### src/rtl/trap_ctrl.sv
// ============================================================================
// Module   : trap_ctrl
// Purpose  : Trap/interrupt controller placed in front of the CSR file.
//            Arbitrates synchronous exceptions, MRET and the three machine
//            interrupts (external, software, timer). It produces the
//            IntEntry/IntExit strobes and the mcause/mepc/mtval values for
//            the CSR file. It also issues a PC redirect to fetch through a
//            valid/ack handshake.
// Revision : 1.0 - initial release
//
// Ports
//   Clk, ResetN                  clock (rising edge), async active-low reset
//   ExtIrq                       async level external irq (synchronized here)
//   SoftIrq, TimerIrq            synchronous level interrupts
//   ExcValid/ExcCause/ExcPC/ExcMtval   exception request (held until ExcAck)
//   MretReq                      MRET request (held until MretAck)
//   InstBoundary, CurrPC         interrupt window and the PC saved as mepc
//   CsrStatus/CsrIe/CsrTvec/CsrEpc     current CSR state
//   IntEntry/IntExit             one-cycle strobes to the CSR file
//   IntCause/IntPC/IntMtval      trap values, valid while IntEntry=1
//   ExcAck, MretAck              one-cycle acceptance pulses
//   RedirectValid/RedirectPC/RedirectAck  fetch redirect handshake
//   Busy                         high in every state except IDLE
// ============================================================================
`default_nettype none

module trap_ctrl #(
  parameter int SYNC_STAGES = 2,     // legal range 2..4
  parameter bit VECTORED_EN = 1'b1
) (
  input  logic        Clk,
  input  logic        ResetN,
  input  logic        ExtIrq,
  input  logic        SoftIrq,
  input  logic        TimerIrq,
  input  logic        ExcValid,
  input  logic [3:0]  ExcCause,
  input  logic [31:0] ExcPC,
  input  logic [31:0] ExcMtval,
  input  logic        MretReq,
  input  logic        InstBoundary,
  input  logic [31:0] CurrPC,
  input  logic [31:0] CsrStatus,
  input  logic [31:0] CsrIe,
  input  logic [31:0] CsrTvec,
  input  logic [31:0] CsrEpc,
  output logic        IntEntry,
  output logic        IntExit,
  output logic [31:0] IntCause,
  output logic [31:0] IntPC,
  output logic [31:0] IntMtval,
  output logic        ExcAck,
  output logic        MretAck,
  output logic        RedirectValid,
  output logic [31:0] RedirectPC,
  input  logic        RedirectAck,
  output logic        Busy
);

  typedef enum logic [1:0] {
    IDLE     = 2'd0,
    ENTRY    = 2'd1,
    EXIT     = 2'd2,
    REDIRECT = 2'd3
  } state_t;

  localparam logic [3:0] CODE_MEI = 4'd11;
  localparam logic [3:0] CODE_MSI = 4'd3;
  localparam logic [3:0] CODE_MTI = 4'd7;

  state_t state;

  // External interrupt synchronizer; the MSB is the synchronized level.
  logic [SYNC_STAGES-1:0] ext_sync_q;
  logic                   ext_sync;

  logic        mei_pend;
  logic        msi_pend;
  logic        mti_pend;
  logic        irq_eligible;
  logic [3:0]  irq_code;

  // Kind and code of the trap that was latched in IDLE; used in ENTRY to
  // choose between the direct and the vectored target.
  logic        trap_is_irq;
  logic [3:0]  trap_code;

  logic [31:0] tvec_base;
  logic [31:0] entry_target;
  logic [31:0] exit_target;

  always_ff @(posedge Clk or negedge ResetN) begin
    if (!ResetN) begin
      ext_sync_q <= '0;
    end else begin
      ext_sync_q <= {ext_sync_q[SYNC_STAGES-2:0], ExtIrq};
    end
  end

  assign ext_sync = ext_sync_q[SYNC_STAGES-1];

  always_comb begin
    mei_pend     = ext_sync & CsrIe[11];
    msi_pend     = SoftIrq  & CsrIe[3];
    mti_pend     = TimerIrq & CsrIe[7];
    irq_eligible = CsrStatus[3] & InstBoundary & (mei_pend | msi_pend | mti_pend);

    // Fixed interrupt priority: external > software > timer.
    if (mei_pend) begin
      irq_code = CODE_MEI;
    end else if (msi_pend) begin
      irq_code = CODE_MSI;
    end else begin
      irq_code = CODE_MTI;
    end
  end

  always_comb begin
    tvec_base = {CsrTvec[31:2], 2'b00};
    // Only interrupts are vectored; exceptions always use the base address.
    if (VECTORED_EN && (CsrTvec[1:0] == 2'b01) && trap_is_irq) begin
      entry_target = tvec_base + {26'd0, trap_code, 2'b00};
    end else begin
      entry_target = tvec_base;
    end
    exit_target = {CsrEpc[31:1], 1'b0};
  end

  always_ff @(posedge Clk or negedge ResetN) begin
    if (!ResetN) begin
      state         <= IDLE;
      IntEntry      <= 1'b0;
      IntExit       <= 1'b0;
      IntCause      <= '0;
      IntPC         <= '0;
      IntMtval      <= '0;
      ExcAck        <= 1'b0;
      MretAck       <= 1'b0;
      RedirectValid <= 1'b0;
      RedirectPC    <= '0;
      Busy          <= 1'b0;
      trap_is_irq   <= 1'b0;
      trap_code     <= '0;
    end else begin
      // The strobes default low so each one lasts exactly one cycle.
      IntEntry <= 1'b0;
      IntExit  <= 1'b0;
      ExcAck   <= 1'b0;
      MretAck  <= 1'b0;

      case (state)
        IDLE: begin
          if (ExcValid) begin
            state       <= ENTRY;
            Busy        <= 1'b1;
            IntEntry    <= 1'b1;
            ExcAck      <= 1'b1;
            IntCause    <= {28'd0, ExcCause};
            IntPC       <= ExcPC;
            IntMtval    <= ExcMtval;
            trap_is_irq <= 1'b0;
            trap_code   <= ExcCause;
          end else if (MretReq) begin
            state   <= EXIT;
            Busy    <= 1'b1;
            IntExit <= 1'b1;
            MretAck <= 1'b1;
          end else if (irq_eligible) begin
            // The cause is captured here. A later drop of the request
            // does not cancel the trap.
            state       <= ENTRY;
            Busy        <= 1'b1;
            IntEntry    <= 1'b1;
            IntCause    <= {1'b1, 27'd0, irq_code};
            IntPC       <= CurrPC;
            IntMtval    <= '0;
            trap_is_irq <= 1'b1;
            trap_code   <= irq_code;
          end
        end

        ENTRY: begin
          state         <= REDIRECT;
          RedirectValid <= 1'b1;
          RedirectPC    <= entry_target;
        end

        EXIT: begin
          state         <= REDIRECT;
          RedirectValid <= 1'b1;
          RedirectPC    <= exit_target;
        end

        REDIRECT: begin
          if (RedirectAck) begin
            state         <= IDLE;
            RedirectValid <= 1'b0;
            Busy          <= 1'b0;
          end
        end

        default: begin
          state <= IDLE;
          Busy  <= 1'b0;
        end
      endcase
    end
  end

  // CSR bits that this block does not look at.
  logic unused_csr_bits;
  assign unused_csr_bits = ^{CsrStatus[31:4], CsrStatus[2:0],
                             CsrIe[31:12], CsrIe[10:8], CsrIe[6:4], CsrIe[2:0],
                             CsrEpc[0]};

endmodule

`default_nettype wire

### config.mk
export PLATFORM = sky130hd
export DESIGN_NAME = trap_ctrl
export DESIGN_NICKNAME = d
export VERILOG_FILES = /design/src/rtl/trap_ctrl.sv
export SDC_FILE = /design/constraint.sdc
export NUM_CORES = 1
export LEC_CHECK = 0
export CORE_ASPECT_RATIO = 0.5
export CORE_MARGIN = 2
export CORE_UTILIZATION = 36
export CTS_CLUSTER_SIZE = 14
export DETAILED_ROUTE_END_ITERATION = 12
export PLACE_DENSITY = 0.9
export SLEW_MARGIN = 0
export SYNTH_ARGS = -nofsm -noshare
export SYNTH_HDL_FRONTEND = slang
export SYNTH_SLANG_ARGS = --single-unit
### constraint.sdc
create_clock -name Clk -period 2.38 [get_ports Clk]
set_clock_uncertainty 0.1 [all_clocks]
set_input_delay 0.476 -clock Clk [delete_from_list [all_inputs] [get_ports Clk]]
set_output_delay 0.476 -clock Clk [all_outputs]
set_load 0.02 [all_outputs]
==> results of run 1 <==
## stage by stage
step | cells | TNS (ns) | setup slack (ns) | power [mW] | area, sq um
detailed placement | 1005 | -7.40 | -0.503 | 9.25 | 8560
finish | 1023 | 0 | 0.0824 | 11.0 | 8950
floorplan | 554 | 0 | 0.180 | 6.39 | 5590
global route | 1023 | -0.00226 | -0.00226 | 11.6 | 8950
global placement | 1005 | -5.76 | -0.447 | 9.00 | 8560
CTS | 1023 | 0 | 0.106 | 11.0 | 8940
## worst max-delay path, cell delays in order
cell	delay [ns]
clkdlybuf4s50_1	0.45
ha_1	0.36
buf_4	0.17
a21oi_1	0.18
o21ai_0	0.18
buf_4	0.18
a21o_1	0.15
a21oi_1	0.16
o2bb2ai_1	0.10
## layout make-up
class / instances / area, sq um / share of cell area
sequential: 109 / 2730 / 0.305
inverter: 14 / 52.6 / 0.00587
clock buffer: 11 / 243 / 0.0271
multi-input combinational: 371 / 2460 / 0.274
tap: 198 / 248 / 0.0277
timing repair buffer: 315 / 3120 / 0.348
clock inverter: 5 / 106 / 0.0119
## final timing paths
check / start / endpoint / slack [ns] / cells after the start
max reg2reg: trap_code[0]$_DFFE_PN0P_ / RedirectPC[22]$_DFFE_PN0P_ / 0.15 / 9
max in group asynchronous: ResetN / RedirectPC[29]$_DFFE_PN0P_ / 1.02 / 3
min: ext_sync_q[0]$_DFF_PN0_ / ext_sync_q[1]$_DFF_PN0_ / 0.25 / 0
max: CsrTvec[5] / RedirectPC[17]$_DFFE_PN0P_ / 0.08 / 9
min in group asynchronous: ResetN / RedirectPC[2]$_DFFE_PN0P_ / 0.52 / 2
min reg2reg: ext_sync_q[0]$_DFF_PN0_ / ext_sync_q[1]$_DFF_PN0_ / 0.25 / 0
## cells by family after synthesis
| family | synth area share |
|---|---|
| compound gates | 0.193 |
| simple gates | 0.113 |
| flops | 0.497 |
| buf+inv | 0.0797 |
| mux | 0.0602 |
| xor+xnor | 0.0367 |
| fa+ha+maj | 0.0196 |
| other cells | 0.000683 |
## state kept, by name, indices dropped and copies added, names as in the netlist, 2 cells and up
register and count:
IntPC 32, ext_sync_q 2, state 2, IntCause 2, trap_code 3, RedirectPC 31
IntMtval 32
## cells in the final DEF, fill, tap and decap left out, drive strengths merged, types with 13 or more instances in the layout
| master | count |
|---|---|
| mux2i | 33 |
| xor2 | 15 |
| a21oi | 18 |
| dfrtp | 109 |
| a22o | 34 |
| a22oi | 19 |
| nand2 | 52 |
| o21ai | 67 |
| buf | 35 |
| clkdlybuf4s50 | 278 |
| conb | 28 |
| nand4 | 16 |
| inv | 13 |
## routing by layer
metal / GRT usage / vias to the layer above
li1: - / 2447
met1: 0.244 / 2449
met2: 0.400 / 189
met3: 0.0498 / 36
met4: 0.0745 / 0
met5: 0 / -
## timing repair
action,CTS,global route
endpoints found under the setup margin,13,2
endpoints found under the hold margin,25,0
pin swaps,1,1
setup buffers,1,0
gates resized for setup,6,1
hold buffers,1,0
## report_power, final
group          internal [mW]  total [mW]  switching (mW)
logic                   2.81        5.98            3.17
clock network           1.06        1.74           0.678
registers               2.74        3.25           0.511
==> flow_metrics.env, run 1 <==
export IMPL_status="completed"
export IMPL_drtIter0Drc=273
export IMPL_maxCapViolations=0
export IMPL_via_per_inst=5.01
export IMPL_max_slew_margin_rel=0.489
export IMPL_cts_made_buffers=9
export IMPL_period_share=0.965
export IMPL_grt_pass1_vias=5462
export IMPL_layout_drive_gt1_share=0.0812
export IMPL_final_util=0.609
export IMPL_synth_flop_cell="dfrtp_1"
export IMPL_leakagePower_nw=3.88
export IMPL_drv_slew=0
export IMPL_grt_max_degree=51
export IMPL_rows=31
export IMPL_met3_length_um=1090
export IMPL_ys_seq_area_frac=0.497
export IMPL_critPathKind="input port to flip-flop"
export IMPL_start_kind="input port"
export IMPL_synth_edf_count=0
export IMPL_syn_inst=527
export IMPL_crit_required_ns=2.50
export IMPL_critPathMaxFanout=4
export IMPL_grt_ovfl_total=0
export IMPL_portBuffers=281
export IMPL_cts_tree="done"
export IMPL_drt_total_wl_um=17800
export IMPL_setup_viol_count_final=0
export IMPL_hold_class="flip-flop to flip-flop"
export IMPL_hold_viol_final=0
export IMPL_core_region_area_sq_mm=0.0147
export IMPL_wl_met2_um=9300
export IMPL_track_usage=0.216
export IMPL_area_growth_pct=63.0
export IMPL_die_area_sq_mm=0.0163
export IMPL_top_layer_used="met4"
export IMPL_post_dp_hpwl_um=14000
export IMPL_ant_nets=0
export IMPL_ys_types=57
export IMPL_synth_most_common_cell="dfrtp_1"
export IMPL_wl_per_cell_um=17.4
export IMPL_cp_end_kind="flip-flop"
export IMPL_htreeDepth=3
export IMPL_synth_seq_cells=109
export IMPL_power_density_mw_per_mm2=1230
export IMPL_antenna_cells=0
export IMPL_antenna_found_initial=0
export IMPL_hold_ws_ns=0.255
export IMPL_avgSynthCellArea_sq_um=10.4
export IMPL_fmaxAchievable_ghz=0.435
export IMPL_m1WireLength_um=6940
export IMPL_grt_setup_unrepaired="true"
export IMPL_grt_pass1_wl_um=27900
export IMPL_root_buffer="clkbuf_16"
export IMPL_dieWidth_um=179
export IMPL_synth_area_leaders="dfrtp_1 (50%), mux2i_1 (6.0%), a22o_1 (5.4%)"
export IMPL_fp_dieH_um=91.3
export IMPL_clk_path_buf_depth=2
export IMPL_firstDrtPassIters=4
export IMPL_synth_common_cells="dfrtp_1 (109), o21ai_0 (55), nand2_1 (52)"
export IMPL_num_vias=5121
export IMPL_drc=0
export IMPL_irDropWorstVdd_v=0.000684
export IMPL_yosysTopAreaCellShare=0.497
export IMPL_io_pins=371
export IMPL_nets=1065
export IMPL_cp_arrival_ns=2.41
export IMPL_gp_congestion=0.829
export IMPL_clkLatencyLatePin_ns=0.33
export IMPL_cts_sinks=109
export IMPL_worst_pin_slew_ns=0.766
export IMPL_syn_area_sq_mm=0.00549
export IMPL_finalWorstPathRequiredPeriod_ns=2.30
export IMPL_nFillCells=1198
export IMPL_synthArstFlopShare=1.00
export IMPL_synth_warnings=0
export IMPL_start_util=0.374
export IMPL_yosysTopAreaCell="dfrtp_1"
export IMPL_path_clk_slew_ns=0.07
Note: power is estimated with default switching activity, not from simulation.
==> inputs of run 2 (changes only) <==
PLACE_DENSITY = 0.81   (was 0.9)
==> flow_metrics.env, run 2 (synthesis results as in run 1) <==
export IMPL_antenna_found_initial=0
export IMPL_crit_required_ns=2.50
export IMPL_status="completed"
export IMPL_path_clk_slew_ns=0.08
export IMPL_drtIter0Drc=197
export IMPL_post_dp_hpwl_um=13100
export IMPL_seqPwrFrac=0.301
export IMPL_layout_drive_gt1_share=0.0767
export IMPL_period_share=0.973
export IMPL_fmaxAchievable_ghz=0.432
export IMPL_nets=1061
export IMPL_postLayoutCellArea_sq_mm=0.00890
export IMPL_grt_setup_unrepaired="true"
export IMPL_fp_dieH_um=91.3
export IMPL_track_usage=0.206
export IMPL_grt_pass1_wl_um=26400
export IMPL_post_place_ws_ns=-0.446
export IMPL_grt_ovfl_total=0
export IMPL_hold_class="input port to asynchronous set/reset pin"
export IMPL_cp_end_kind="flip-flop"
export IMPL_power_density_mw_per_mm2=1210
export IMPL_final_common_cell="clkdlybuf4s50_1"
export IMPL_ant_nets=0
export IMPL_maxCapViolations=0
export IMPL_final_cells=1019
export IMPL_root_buffer="clkbuf_16"
export IMPL_p_sw_mw=4.31
export IMPL_hold_ws_ns=0.0219
export IMPL_clk_path_buf_depth=2
export IMPL_die_area_sq_mm=0.0163
export IMPL_power_mw=10.8
export IMPL_core_region_area_sq_mm=0.0147
export IMPL_cp_arrival_ns=2.44
export IMPL_critPathMaxFanout=8
export IMPL_via_per_inst=4.97
export IMPL_placed_cells=1002
export IMPL_cts_sinks=109
export IMPL_p_int_mw=6.46
export IMPL_largestRegisters="IntMtval (32), IntPC (32), RedirectPC (31)"
export IMPL_hold_viol_final=0
export IMPL_setup_ws_ns=0.0651
export IMPL_max_slew_margin_rel=0.615
export IMPL_start_util=0.374
export IMPL_drc=0
export IMPL_multi_input_area_sq_mm=0.00247
export IMPL_start_kind="flip-flop"
export IMPL_p_clk_frac=0.150
export IMPL_layout_common_cells="clkdlybuf4s50_1 (278), dfrtp_1 (109), o21ai_0 (55), nand2_1 (52), a22o_1 (34)"
export IMPL_setup_viol_count_final=0
export IMPL_clkLatencyLatePin_ns=0.34
export IMPL_portBuffers=281
export IMPL_io_pins=371
export IMPL_grt_pass1_vias=5187
export IMPL_leakagePower_nw=3.86
export IMPL_irDropWorstVdd_v=0.000520
export IMPL_grt_max_degree=65
export IMPL_rows=31
export IMPL_cts_tree="done"
export IMPL_htreeDepth=3
export IMPL_finalWorstPathRequiredPeriod_ns=2.31
export IMPL_regArea_sq_mm=0.00273
export IMPL_p_comb_frac=0.549
export IMPL_worst_pin_slew_ns=0.578
export IMPL_nFillCells=1273
export IMPL_num_vias=5064
export IMPL_critPathKind="flip-flop to flip-flop"
export IMPL_firstDrtPassIters=5
export IMPL_switching_share=0.400
export IMPL_gp_congestion=0.831
export IMPL_placed_cell_area_sq_mm=0.00854
export IMPL_antenna_cells=0
export IMPL_drt_total_wl_um=16900
export IMPL_dieWidth_um=179
export IMPL_cts_made_buffers=9
export IMPL_drv_slew=0
export IMPL_area_growth_pct=62.1
export IMPL_wl_per_cell_um=16.6
==> run 2: cell count changes in the layout (fill, tap and decap cells not counted), sizes merged <==
cell	previous run	this run
buf	35	32
bufinv	3	2
clkinvlp	1	2
dlygate4sd2	1	0
dlygate4sd3	1	0
dlymetal6s2s	0	1
==> run 2: power groups by stage <==
| stage | Sequential, mW | Combinational, mW | Clock, mW |
|---|---|---|---|
| global route | 3.35 | 6.37 | 1.72 |
| finish | 3.24 | 5.91 | 1.62 |
| floorplan | 4.22 | 2.17 | 0 |
| global placement | 3.22 | 5.78 | 0 |
| CTS | 3.25 | 5.93 | 1.65 |
| detailed placement | 3.26 | 5.92 | 0 |
==> run 2: area by class of cell <==
cell class,count,share of cell area
tap,198,0.0278
clock inverter,5,0.00942
sequential,109,0.306
multi-input combinational,371,0.277
inverter,14,0.00590
timing repair buffer,311,0.347
clock buffer,11,0.0261
==> run 2: worst max-delay path: stages (launching register included) <==
cell	delay [ns]
dfrtp_1	0.44
ha_4	0.19
fa_2	0.41
a211oi_2	0.25
buf_4	0.17
nor4_4	0.05
buf_6	0.15
and4_1	0.20
nor3_2	0.15
o2bb2ai_1	0.08
==> run 2: final timing paths <==
| check | startpoint | to | slack [ns] | cells after the start |
|---|---|---|---|---|
| min in group Clk | ext_sync_q[0]$_DFF_PN0_ | ext_sync_q[1]$_DFF_PN0_ | 0.25 | 0 |
| min | ResetN | trap_code[2]$_DFFE_PN0P_ | 0.02 | 1 |
| max | trap_code[0]$_DFFE_PN0P_ | RedirectPC[22]$_DFFE_PN0P_ | 0.07 | 9 |
| max in group asynchronous | ResetN | IntMtval[31]$_DFFE_PN0P_ | 1.57 | 2 |
| min reg2reg | ext_sync_q[0]$_DFF_PN0_ | ext_sync_q[1]$_DFF_PN0_ | 0.25 | 0 |
| max reg2reg | trap_code[0]$_DFFE_PN0P_ | RedirectPC[22]$_DFFE_PN0P_ | 0.07 | 9 |
==> run 2: layer usage <==
metal,GRT usage,routed length [um],share of wire,vias to the layer above
li1,-,-,-,2428
met1,0.244,6970,0.41,2402
met2,0.373,8500,0.50,198
met3,0.0360,958,0.057,36
met4,0.0732,465,0.028,0
met5,0,0,0,-
==> run 2: stage by stage <==
| step | setup TNS [ns] | util |
|---|---|---|
| final | 0 | 0.605 |
| after floorplan | 0 | - |
| after CTS | 0 | 0.603 |
| after detailed placement | -8.35 | 0.581 |
| after global routing | 0 | 0.605 |
| after global placement | -6.85 | 0.581 |
==> run 2: timing repair <==
item / in CTS / in global routing
resized for setup: 3 / 5
endpoints found under the setup margin: 5 / 13
hold buffers: 0 / 0
pin swaps: 0 / 4
buffers inserted: 0 / 1
